## config.mk

```make
export PLATFORM = sky130hd
export DESIGN_NAME = lsu_16b
export DESIGN_NICKNAME = d
export VERILOG_FILES = /design/src/rtl/lsu_16b.sv
export SDC_FILE = /design/constraint.sdc
export NUM_CORES = 1
export LEC_CHECK = 0
export ABC_AREA = 1
export CAP_MARGIN = 10
export CORE_ASPECT_RATIO = 1.4
export CORE_UTILIZATION = 47
export DETAILED_ROUTE_END_ITERATION = 7
export PLACE_DENSITY = 0.81
export SETUP_SLACK_MARGIN = 0.2
export SLEW_MARGIN = 25
export SYNTH_ARGS = -nofsm -noshare
export SYNTH_HDL_FRONTEND = slang
export SYNTH_SLANG_ARGS = --single-unit
export TNS_END_PERCENT = 50
```

## constraint.sdc

```tcl
create_clock -name clk -period 1.75 [get_ports clk]
set_input_delay 0.4375 -clock clk [delete_from_list [all_inputs] [get_ports clk]]
set_output_delay 0.4375 -clock clk [all_outputs]
set_load 0.005 [all_outputs]
```

## src/rtl/lsu_16b.sv

```systemverilog
// Load/store unit: runs each scheduler request as one or two little-endian byte
// cycles on an 8-bit bus and returns the assembled read data with a done strobe.
module lsu_16b #(
    parameter bit PAGE_WRAP = 1'b0
) (
    input  logic        clk,
    input  logic        rst_n,
    input  logic [15:0] lsu_adr,
    input  logic [15:0] lsu_payload,
    input  logic        sched_req,
    input  logic        sched_we,
    input  logic        sched_wide,
    input  logic        sched_abort,
    output logic        lsu_ready,
    output logic        lsu_done,
    output logic [15:0] lsu_rdata,
    output logic [15:0] mem_adr,
    output logic [7:0]  mem_dout,
    input  logic [7:0]  mem_din,
    output logic        mem_rd,
    output logic        mem_wr,
    input  logic        mem_ready
);

    typedef enum logic [1:0] {
        IDLE = 2'd0,
        LO   = 2'd1,
        HI   = 2'd2,
        DONE = 2'd3
    } state_t;

    state_t      state_q;
    state_t      state_d;
    logic [15:0] adr_q;
    logic [15:0] payload_q;
    logic        we_q;
    logic        wide_q;
    logic [15:0] rdata_q;
    logic [15:0] adr_hi;
    logic        byte_done;

    // Page-wrap mode keeps the high byte inside the same 256-byte page.
    assign adr_hi = PAGE_WRAP ? {adr_q[15:8], adr_q[7:0] + 8'd1} : adr_q + 16'd1;

    // A bus cycle only counts when it is not cancelled in the same clock.
    assign byte_done = mem_ready && !sched_abort;

    always_ff @(posedge clk) begin
        if (!rst_n) begin
            state_q   <= IDLE;
            adr_q     <= 16'd0;
            payload_q <= 16'd0;
            we_q      <= 1'b0;
            wide_q    <= 1'b0;
            rdata_q   <= 16'd0;
        end else begin
            state_q <= state_d;
            if (state_q == IDLE && sched_req) begin
                adr_q     <= lsu_adr;
                payload_q <= lsu_payload;
                we_q      <= sched_we;
                wide_q    <= sched_wide;
                rdata_q   <= 16'd0;
            end
            if (state_q == LO && byte_done && !we_q) begin
                rdata_q[7:0] <= mem_din;
            end
            if (state_q == HI && byte_done && !we_q) begin
                rdata_q[15:8] <= mem_din;
            end
        end
    end

    always_comb begin
        state_d   = state_q;
        lsu_ready = 1'b0;
        lsu_done  = 1'b0;
        lsu_rdata = 16'd0;
        mem_adr   = 16'd0;
        mem_dout  = 8'd0;
        mem_rd    = 1'b0;
        mem_wr    = 1'b0;
        case (state_q)
            IDLE: begin
                lsu_ready = 1'b1;
                if (sched_req) begin
                    state_d = LO;
                end
            end
            LO: begin
                mem_adr  = adr_q;
                mem_dout = payload_q[7:0];
                mem_rd   = !we_q;
                mem_wr   = we_q;
                if (sched_abort) begin
                    state_d = IDLE;
                end else if (mem_ready) begin
                    state_d = wide_q ? HI : DONE;
                end
            end
            HI: begin
                mem_adr  = adr_hi;
                mem_dout = payload_q[15:8];
                mem_rd   = !we_q;
                mem_wr   = we_q;
                if (sched_abort) begin
                    state_d = IDLE;
                end else if (mem_ready) begin
                    state_d = DONE;
                end
            end
            DONE: begin
                lsu_done  = 1'b1;
                lsu_rdata = we_q ? 16'd0 : rdata_q;
                state_d   = IDLE;
            end
            default: begin
                state_d = IDLE;
            end
        endcase
    end

endmodule

```

==> results, run 1 <==
- The final antenna-violating net count is 0.
- The clock reaches the later pin of the worst-skew pair after 0.31 ns.
- The average via count per standard cell is approximately 5.4.
- The signal arrival time at the worst endpoint is 1.64 ns.
- The count of vias placed by the detailed router is 3561.
- After the flow finishes, the layout carries non-filler instances totaling ~660.
- The max-slew violation total from the final report is 0.
- The number of nets handed over by synthesis was 492.
- Counting tap cells, the placed design contains a total of about 630 instances.
- The synthesized area per cell is 6.52 um2.
- The final reports fail on setup timing.
- The average wire per cell in the routed design is 16.9 um.
- The hold violation count in the final report is 0.
- The pin slew with the least headroom to its limit is 0.279 ns.
- The count of buffers added on input and output ports is 90.
- The sequential-to-total area share from yosys stat is between 30% and 40%.
- STA puts the critical path data required time at 1.31 ns.
- STA classifies the critical path endpoint as an output port.
- The worst vdd rail ir drop is 0.000496 V.
- Synthesis instantiated 34 different standard cells from the library.
- The number of setup violations in the final report is 44.
- The library cells used most frequently in the layout, excluding fill and tap cells, are sky130_fd_sc_hd__nor2_1 (78), sky130_fd_sc_hd__inv_1 (56), sky130_fd_sc_hd__nand2_1 (51).
- The post-synthesis instance total is 440.
- The library cell used most frequently in the layout, excluding fill and tap cells, is sky130_fd_sc_hd__nor2_1.
- For this run, the number of Yosys warnings is 0.
- The wire length of the first global-routing pass is 14600 um.
- The starting DRC count in detailed routing is ~190.
- The maximum clock path buffer count is 2.
- Global routing finished with a remaining overflow of 0.
- The fraction of layout instances using a drive strength above 1 is 41.2%.
- The design draws 3290 uW.
- The final period demand of the worst path is 2.08 ns.
- The setup skew after layout is 0.00524 ns.
- In this run the tightest slew margin relative to its limit is 81.2%.
- The floorplan step defined a core boundary enclosing around 5900 um2.
- Clock-pin slew was measured on the worst setup and hold paths at 0.09 ns.
- The number of global-route vias before repair was between 3000 and 4000.
- The mapped cell area is about 2900 um2.
- At the end of routability-driven placement, the weighted congestion stood at around 0.9.
- The number of top-level pins is between 90 and 100.
- The die is 94.4 um tall.
- In this run the clock root is driven by a sky130_fd_sc_hd__clkbuf_8.
- The placement-stage worst setup slack is -0.385 ns.
- Timing would allow up to 481 MHz.
- The count of TritonRoute iterations in the first routing pass is 5.
- The class of the tightest hold or removal check is reg2reg.
- Once detailed placement completed, the half-perimeter wirelength came to between 6000 and 7000 um.
- For this design, the CTS-stage hold fixing added 0 buffers.
- Setup repair after global routing could not meet its margin everywhere.
- The die outline area is 6420 um2.
- Of the available clock period, the critical path in the final layout requires 119%.
- The startpoint kind of the worst setup timing path is a flop.
- The overall routed net length is 11100 um.
- The number of clock buffers inserted by TritonCTS is 5.
- The post-synthesis to final-layout area growth is 69.1%.
- The post-layout net count is 638.
- The initial antenna violation count was 0.
- After detailed routing, the number of remaining DRC violations is 0.
- The number of maximum-capacitance violations is 0.
- The register bit total from synthesis is 52.
- The total global-route track usage is 30.4%.
- The setup path with the least slack is of type reg2out.
- The site row count is 33.
- The power per cell area is 678 nW/um2.
- The number of clock sinks seen by CTS is 52.
- Once the floorplan was initialized, standard cells occupied 48.9% of the core.
- Fill cells in the final layout number 344.
- The setup slack after layout is -0.331 ns.
- The run finished, with violations left.
- TritonCTS built the clock tree.
- The maximum fanout count along the critical path is 6.
- The analysis attributes to cell leakage a power of 0.00208 uW.
- In this run the number of H-tree levels came out at 2.
- Entering global routing, the biggest net connects 21 pins.
- The total inserted antenna cells is 0.
- The die width is 68.0 um.
## Yosys cell counts
| library cell | instances | area share [%] |
|---|---|---|
| sky130_fd_sc_hd__a211oi_1 | 1 | 0.26 |
| sky130_fd_sc_hd__a21oi_1 | 25 | 4.4 |
| sky130_fd_sc_hd__a21oi_2 | 6 | 1.8 |
| sky130_fd_sc_hd__a31oi_1 | 1 | 0.22 |
| sky130_fd_sc_hd__and3_1 | 1 | 0.22 |
| sky130_fd_sc_hd__buf_1 | 1 | 0.13 |
| sky130_fd_sc_hd__buf_2 | 9 | 1.6 |
| sky130_fd_sc_hd__buf_4 | 2 | 0.52 |
| sky130_fd_sc_hd__buf_6 | 1 | 0.39 |
| sky130_fd_sc_hd__clkbuf_1 | 5 | 0.65 |
| sky130_fd_sc_hd__clkbuf_2 | 2 | 0.35 |
| sky130_fd_sc_hd__clkinv_1 | 1 | 0.13 |
| sky130_fd_sc_hd__dfxtp_1 | 52 | 36 |
| sky130_fd_sc_hd__ha_1 | 5 | 2.2 |
| sky130_fd_sc_hd__inv_1 | 61 | 8.0 |
| sky130_fd_sc_hd__inv_2 | 6 | 0.79 |
| sky130_fd_sc_hd__inv_4 | 1 | 0.22 |
| sky130_fd_sc_hd__nand2_1 | 69 | 9.0 |
| sky130_fd_sc_hd__nand2_2 | 5 | 1.1 |
| sky130_fd_sc_hd__nand2_4 | 3 | 1.2 |
| sky130_fd_sc_hd__nand3_1 | 7 | 1.2 |
| sky130_fd_sc_hd__nand3_2 | 1 | 0.35 |
| sky130_fd_sc_hd__nand3_4 | 1 | 0.61 |
| sky130_fd_sc_hd__nand4_1 | 2 | 0.44 |
| sky130_fd_sc_hd__nor2_1 | 94 | 12 |
| sky130_fd_sc_hd__nor2_2 | 10 | 2.2 |
| sky130_fd_sc_hd__nor2_4 | 2 | 0.79 |
| sky130_fd_sc_hd__nor3_1 | 1 | 0.17 |
| sky130_fd_sc_hd__o211ai_1 | 1 | 0.26 |
| sky130_fd_sc_hd__o21ai_0 | 39 | 6.8 |
| sky130_fd_sc_hd__o21ai_1 | 5 | 0.87 |
| sky130_fd_sc_hd__o21ai_2 | 2 | 0.61 |
| sky130_fd_sc_hd__o21bai_1 | 1 | 0.26 |
| sky130_fd_sc_hd__o22ai_1 | 17 | 3.7 |
## routing by layer
metal  share of wire, %  track usage (%)  vias to the layer above
met5                  0                0                        -
met4                4.9             13.4                        0
met3                5.8             5.31                       51
met2                 55             56.6                      179
met1                 35             31.9                     1659
li1                   -                -                     1672
## kinds of logic after synthesis
| group | synth area share [%] |
|---|---|
| adder cells (fa/ha/maj) | 2.18 |
| flip-flops | 36.3 |
| buffers and inverters | 12.7 |
| AO/OA/AOI/OAI | 19.2 |
| AND/OR/NAND/NOR | 29.6 |
## per-stage QoR
step | TNS, ns | utilization (%) | hold WS, ns | cell area (um2)
finish | -7.90 | 82.7 | 0.504 | 4850
global route | -10.57 | 82.7 | 0.519 | 4850
CTS | -6.85 | 76.7 | 0.491 | 4500
detailed placement | -10.75 | 70.9 | 0.470 | 4160
global placement | -9.50 | 70.9 | 0.457 | 4160
floorplan | 0 | - | 0.455 | 2870
## state kept, by name, indices dropped and copies added (netlist names)
register   cells
we_q           1
adr_q         16
wide_q         1
payload_q     16
rdata_q       16
state_q        2
## where the power goes
| group | total (uW) | internal (uW) | switching (uW) |
|---|---|---|---|
| clock | 900 | 505 | 395 |
| sequential | 1370 | 1280 | 91.3 |
| combinational | 1020 | 477 | 538 |
| total | 3290 | 2270 | 1020 |
## final timing paths
kind	start	end	slack (ns)	cells past startpoint
max reg2reg	state_q[0]$_SDFFE_PN0P_	state_q[1]$_SDFFE_PN0P_	-0.11	11
min reg2reg	payload_q[1]$_SDFFE_PN0P_	payload_q[1]$_SDFFE_PN0P_	0.50	2
max	state_q[0]$_SDFFE_PN0P_	mem_adr[3]	-0.33	6
min	payload_q[1]$_SDFFE_PN0P_	payload_q[1]$_SDFFE_PN0P_	0.50	2
## critical path: stages (launching register included)
cell	delay (ns)
sky130_fd_sc_hd__dfxtp_4	0.38
sky130_fd_sc_hd__buf_6	0.13
sky130_fd_sc_hd__ha_4	0.20
sky130_fd_sc_hd__buf_4	0.15
sky130_fd_sc_hd__nor2_1	0.21
sky130_fd_sc_hd__a211oi_2	0.12
sky130_fd_sc_hd__buf_2	0.14
## area by class of cell
cell class / count / area, um2 / share of cell area (%)
Clock buffer: 7 / 96.3 / 1.99
Clock inverter: 1 / 30.0 / 0.619
Inverter: 69 / 279 / 5.75
Multi-Input combinational cell: 299 / 1920 / 39.6
Sequential cell: 52 / 1060 / 21.9
Tap cell: 70 / 87.6 / 1.81
Timing Repair Buffer: 159 / 1380 / 28.4
## what timing repair did
action | CTS | global route
pin swaps | 23 | 26
endpoints found under the setup margin | 54 | 61
cloned | 2 | 1
hold endpoints to repair | 0 | 0
resized for setup | 211 | 125
buffers inserted | 8 | 11
Power figures use the tool's default switching activity.
==> run 2: changes to the inputs <==
--- a/config.mk
+++ b/config.mk
@@ -7,11 +7,12 @@
 export LEC_CHECK = 0
 export ABC_AREA = 1
 export CAP_MARGIN = 10
-export CORE_ASPECT_RATIO = 1.4
+export CORE_ASPECT_RATIO = 1.25
 export CORE_UTILIZATION = 47
 export DETAILED_ROUTE_END_ITERATION = 7
 export PLACE_DENSITY = 0.81
 export SETUP_SLACK_MARGIN = 0.2
+export SKIP_CTS_REPAIR_TIMING = 1
 export SLEW_MARGIN = 25
 export SYNTH_ARGS = -nofsm -noshare
 export SYNTH_HDL_FRONTEND = slang
==> run 2 against run 1 <==
  * The run still ends with setup timing left
  * Routed wire length decreased by 16%
  * Cell area is 8.3% lower
  * Final cell count down 0.91%
  * Register-to-register slack improved by 0.18 ns
  * Combinational power decreased by 11%
  * Maximum frequency grew 1.4%
  * First-iteration DRC count up 31%
  * Worst hold slack worse by 0.012 ns
  * Die area barely moved
  * Power is 10% lower
  * Via count fell by 6.2%
  * Flip-flop and latch count unchanged
==> results, run 2 (same netlist as run 1, synthesis figures left out) <==
- The post-layout net count came to 620 (-2.8%).
- The count of vias placed by the detailed router is 3341 (-6.2%).
- The die outline area is 6420 um2 (about the same).
- The average via count per standard cell is 5.13 (-5.3%).
- In the layout the commonest cells are sky130_fd_sc_hd__nor2_1 (84), sky130_fd_sc_hd__nand2_1 (65), sky130_fd_sc_hd__inv_1 (57).
- The initial antenna violation count is 0 (unchanged).
- The quantity of I/O buffers inserted on ports is 90 (unchanged).
- The maximum clock path buffer count is 2 (unchanged).
- The fraction of layout instances using a drive strength above 1 is 33.0% (-8.2 points).
- The signal arrival time at the worst endpoint is 1.61 ns (-0.03 ns).
- The required time reported for the critical path endpoint is 1.31 ns (about the same).
- The starting DRC count in detailed routing is 247 (+31%).
- The die height was 89.3 um (-5.4%).
- The most common library cell in the layout ignoring fill and taps is sky130_fd_sc_hd__nor2_1.
- The count of TritonRoute iterations in the first routing pass is 5 (unchanged).
- The worst vdd rail ir drop was 0.000543 V (+9.4%).
- The checks that failed: setup timing.
- The number of cells in the finished layout apart from fillers is 651 (-0.91%).
- The power per cell area is 664 nW/um2 (-2.1%).
- The max-slew violation total from the final report is 0 (unchanged).
- The met1 wire length was 3640 um (-5.3%).
- The number of global-route vias before repair is 2909 (-10%).
- The wire length of the first global-routing pass came to 12200 um (-16%).
- The number of top-level pins is 91 (unchanged).
- The total global-route track usage is 24.4% (-6.1 points).
- The share of the clock period used by the worst path after layout was 117% (-1.6 points).
- The flow ran to the end, but the final reports show violations.
- The startpoint of the most critical register-to-register path is state_q[1]$_SDFFE_PN0P_.
- The site row count is 31 (-6.1%).
- The final antenna-violating net count is 0 (unchanged).
- The maximum fanout count along the critical path is 6 (unchanged).
- The beginning of the worst hold path is payload_q[14]$_SDFFE_PN0P_.
- The final estimated routing congestion in global placement came to 0.839 (-6.6%).
- The number of filler cells placed in the layout is 418 (+22%).
- Tracing the worst setup path back leads to its startpoint at state_q[1]$_SDFFE_PN0P_.
- The post-synthesis to final-layout area growth is 55.1%.
- The hold violation count in the final report is 0 (unchanged).
- The final global-route overflow total is 0 (unchanged).
- The pin slew with the least headroom to its limit came to 0.291 ns (+0.0120 ns).
- The CTS root buffer is sky130_fd_sc_hd__clkbuf_8.
- The total core area is 5860 um2 (-0.11%).
- The endpoint class of the critical path is an output port.
- The highest layer touched by signal routing is met4.
- The leakage power is 0.00186 uW (-10%).
- The stage delay of the slowest cell on the critical path was 0.36 ns (-0.02 ns).
- The post-detailed-placement half-perimeter wirelength came to 5870 um (-5.2%).
- The total inserted antenna cells is 0 (unchanged).
- The number of maximum-capacitance violations is 0 (unchanged).
- The setup skew after layout is 0.00542 ns (+0.000175 ns).
- The die width came to 71.9 um (+5.7%).
- The average wire per cell in the routed design is 14.3 um (-15%).
- The met2 layer wire length in the routed design is 4920 um (-19%).
- The number of clock buffers inserted by TritonCTS was 5 (unchanged).
- The H-tree depth is 2 (unchanged).
- The post-placement cell count is 635 (+1.3%).
- The register-to-register setup slack was 0.07 ns (+0.18 ns).
- The clock-pin slew reported for the worst setup and hold paths after clock tree synthesis is 0.09 ns (about the same).
- The number of setup violations in the final report came to 42 (-4.5%).
- The worst setup path is launched from a flop.
- Setup repair after global routing could not meet its margin everywhere.
- The wire length on met3 is 470 um (-28%).
- The effective utilization at floorplan was 49.0% (+0.052 points).
- TritonCTS built the clock tree.
- The setup slack after layout is -0.302 ns (+0.0288 ns).
- The class of the tightest hold or removal check is reg2reg.
- Among all stages on the critical path, the largest delay is contributed by sky130_fd_sc_hd__dfxtp_4.
- The total power consumption of the routed design came to 2960 uW (-10%).
- The number of clock sinks seen by CTS is 52 (unchanged).
- The kind of critical path is reg2out.
- The largest registers in the layout are adr_q x16, payload_q x16, rdata_q x16.
- The relative slew slack came to 80.4% (-0.81 points).
- The number of remaining DRC errors is 0 (unchanged).
- The insertion delay of the later-clocked pin in the worst-skew pair is 0.31 ns (about the same).
- Walking the worst path, the cells encountered are buf_6 > inv_4 > ha_4 > clkbuf_16 > nand2_2 > a21oi_2 > clkbuf_2.
- The placement-stage worst setup slack came to -0.404 ns (-0.0185 ns).
- The final period demand of the worst path is 2.05 ns (-0.0288 ns).
- The highest clock rate is 487 MHz (+1.4%).
- The overall routed net length is 9330 um (-16%).
- The pin count of the biggest net entering global routing is 29 (+38%).
[run 2: cell count changes in the layout (fill, tap and decap cells not counted), moves of 4 or more]
cell                       previous run  this run
sky130_fd_sc_hd__nor2_1              78        84
sky130_fd_sc_hd__a21oi_2             20        15
sky130_fd_sc_hd__buf_4               42        38
sky130_fd_sc_hd__nand2_2             13         7
sky130_fd_sc_hd__nor2_4              19        10
sky130_fd_sc_hd__clkbuf_2             0        15
sky130_fd_sc_hd__nand2_1             51        65
sky130_fd_sc_hd__buf_2               42        26
sky130_fd_sc_hd__nand2_4             11         4
sky130_fd_sc_hd__a21oi_1             11        15
sky130_fd_sc_hd__buf_6               21         6
[run 2: path summary, 6_finish.rpt]
path,endpoint,depth (start not counted)
max reg2reg,state_q[1]$_SDFFE_PN0P_,10
max,mem_adr[9],7
min,payload_q[14]$_SDFFE_PN0P_,2
min reg2reg,payload_q[14]$_SDFFE_PN0P_,2
[run 2: worst max-delay path, delay by kind of cell (launching register included)]
family,cells,cell delay (ns)
DFF,1,0.36
AOI/OAI and AO/OA,1,0.12
adders and majority gates,1,0.32
and+or+nand+nor,1,0.06
buffers and inverters,4,0.46
[run 2: layout make-up]
class / count / area, um2 / area share [%]
inverters: 69 / 272 / 6.10
flip-flops and latches: 52 / 1060 / 23.8
repair buffers: 141 / 1210 / 27.2
well taps: 82 / 103 / 2.31
multi-input cells: 299 / 1720 / 38.7
clock inverters: 1 / 8.76 / 0.197
clock buffers: 7 / 76.3 / 1.72
[run 2: power by group]
group	switching (uW)	total, uW	internal [uW]
clock network	401	688	287
registers	76.9	1360	1280
logic	476	908	432
total	954	2960	2000
[run 2: metal layers]
layer	GRT usage, %	vias up
met2	43.1	145
met3	5.30	30
met4	11.4	0
met5	0	-
li1	-	1635
met1	28.1	1531
[run 2: metrics by stage]
stage               hold slack [ns]  instance area [um2]  TNS [ns]  utilization [%]
floorplan                     0.455                 2870         0                -
global placement              0.457                 4140    -10.01             70.7
detailed placement            0.468                 4140    -11.07             70.7
CTS                           0.493                 4230    -26.72             72.1
global route                  0.516                 4450    -10.58             76.0
finish                        0.492                 4450     -8.13             76.0
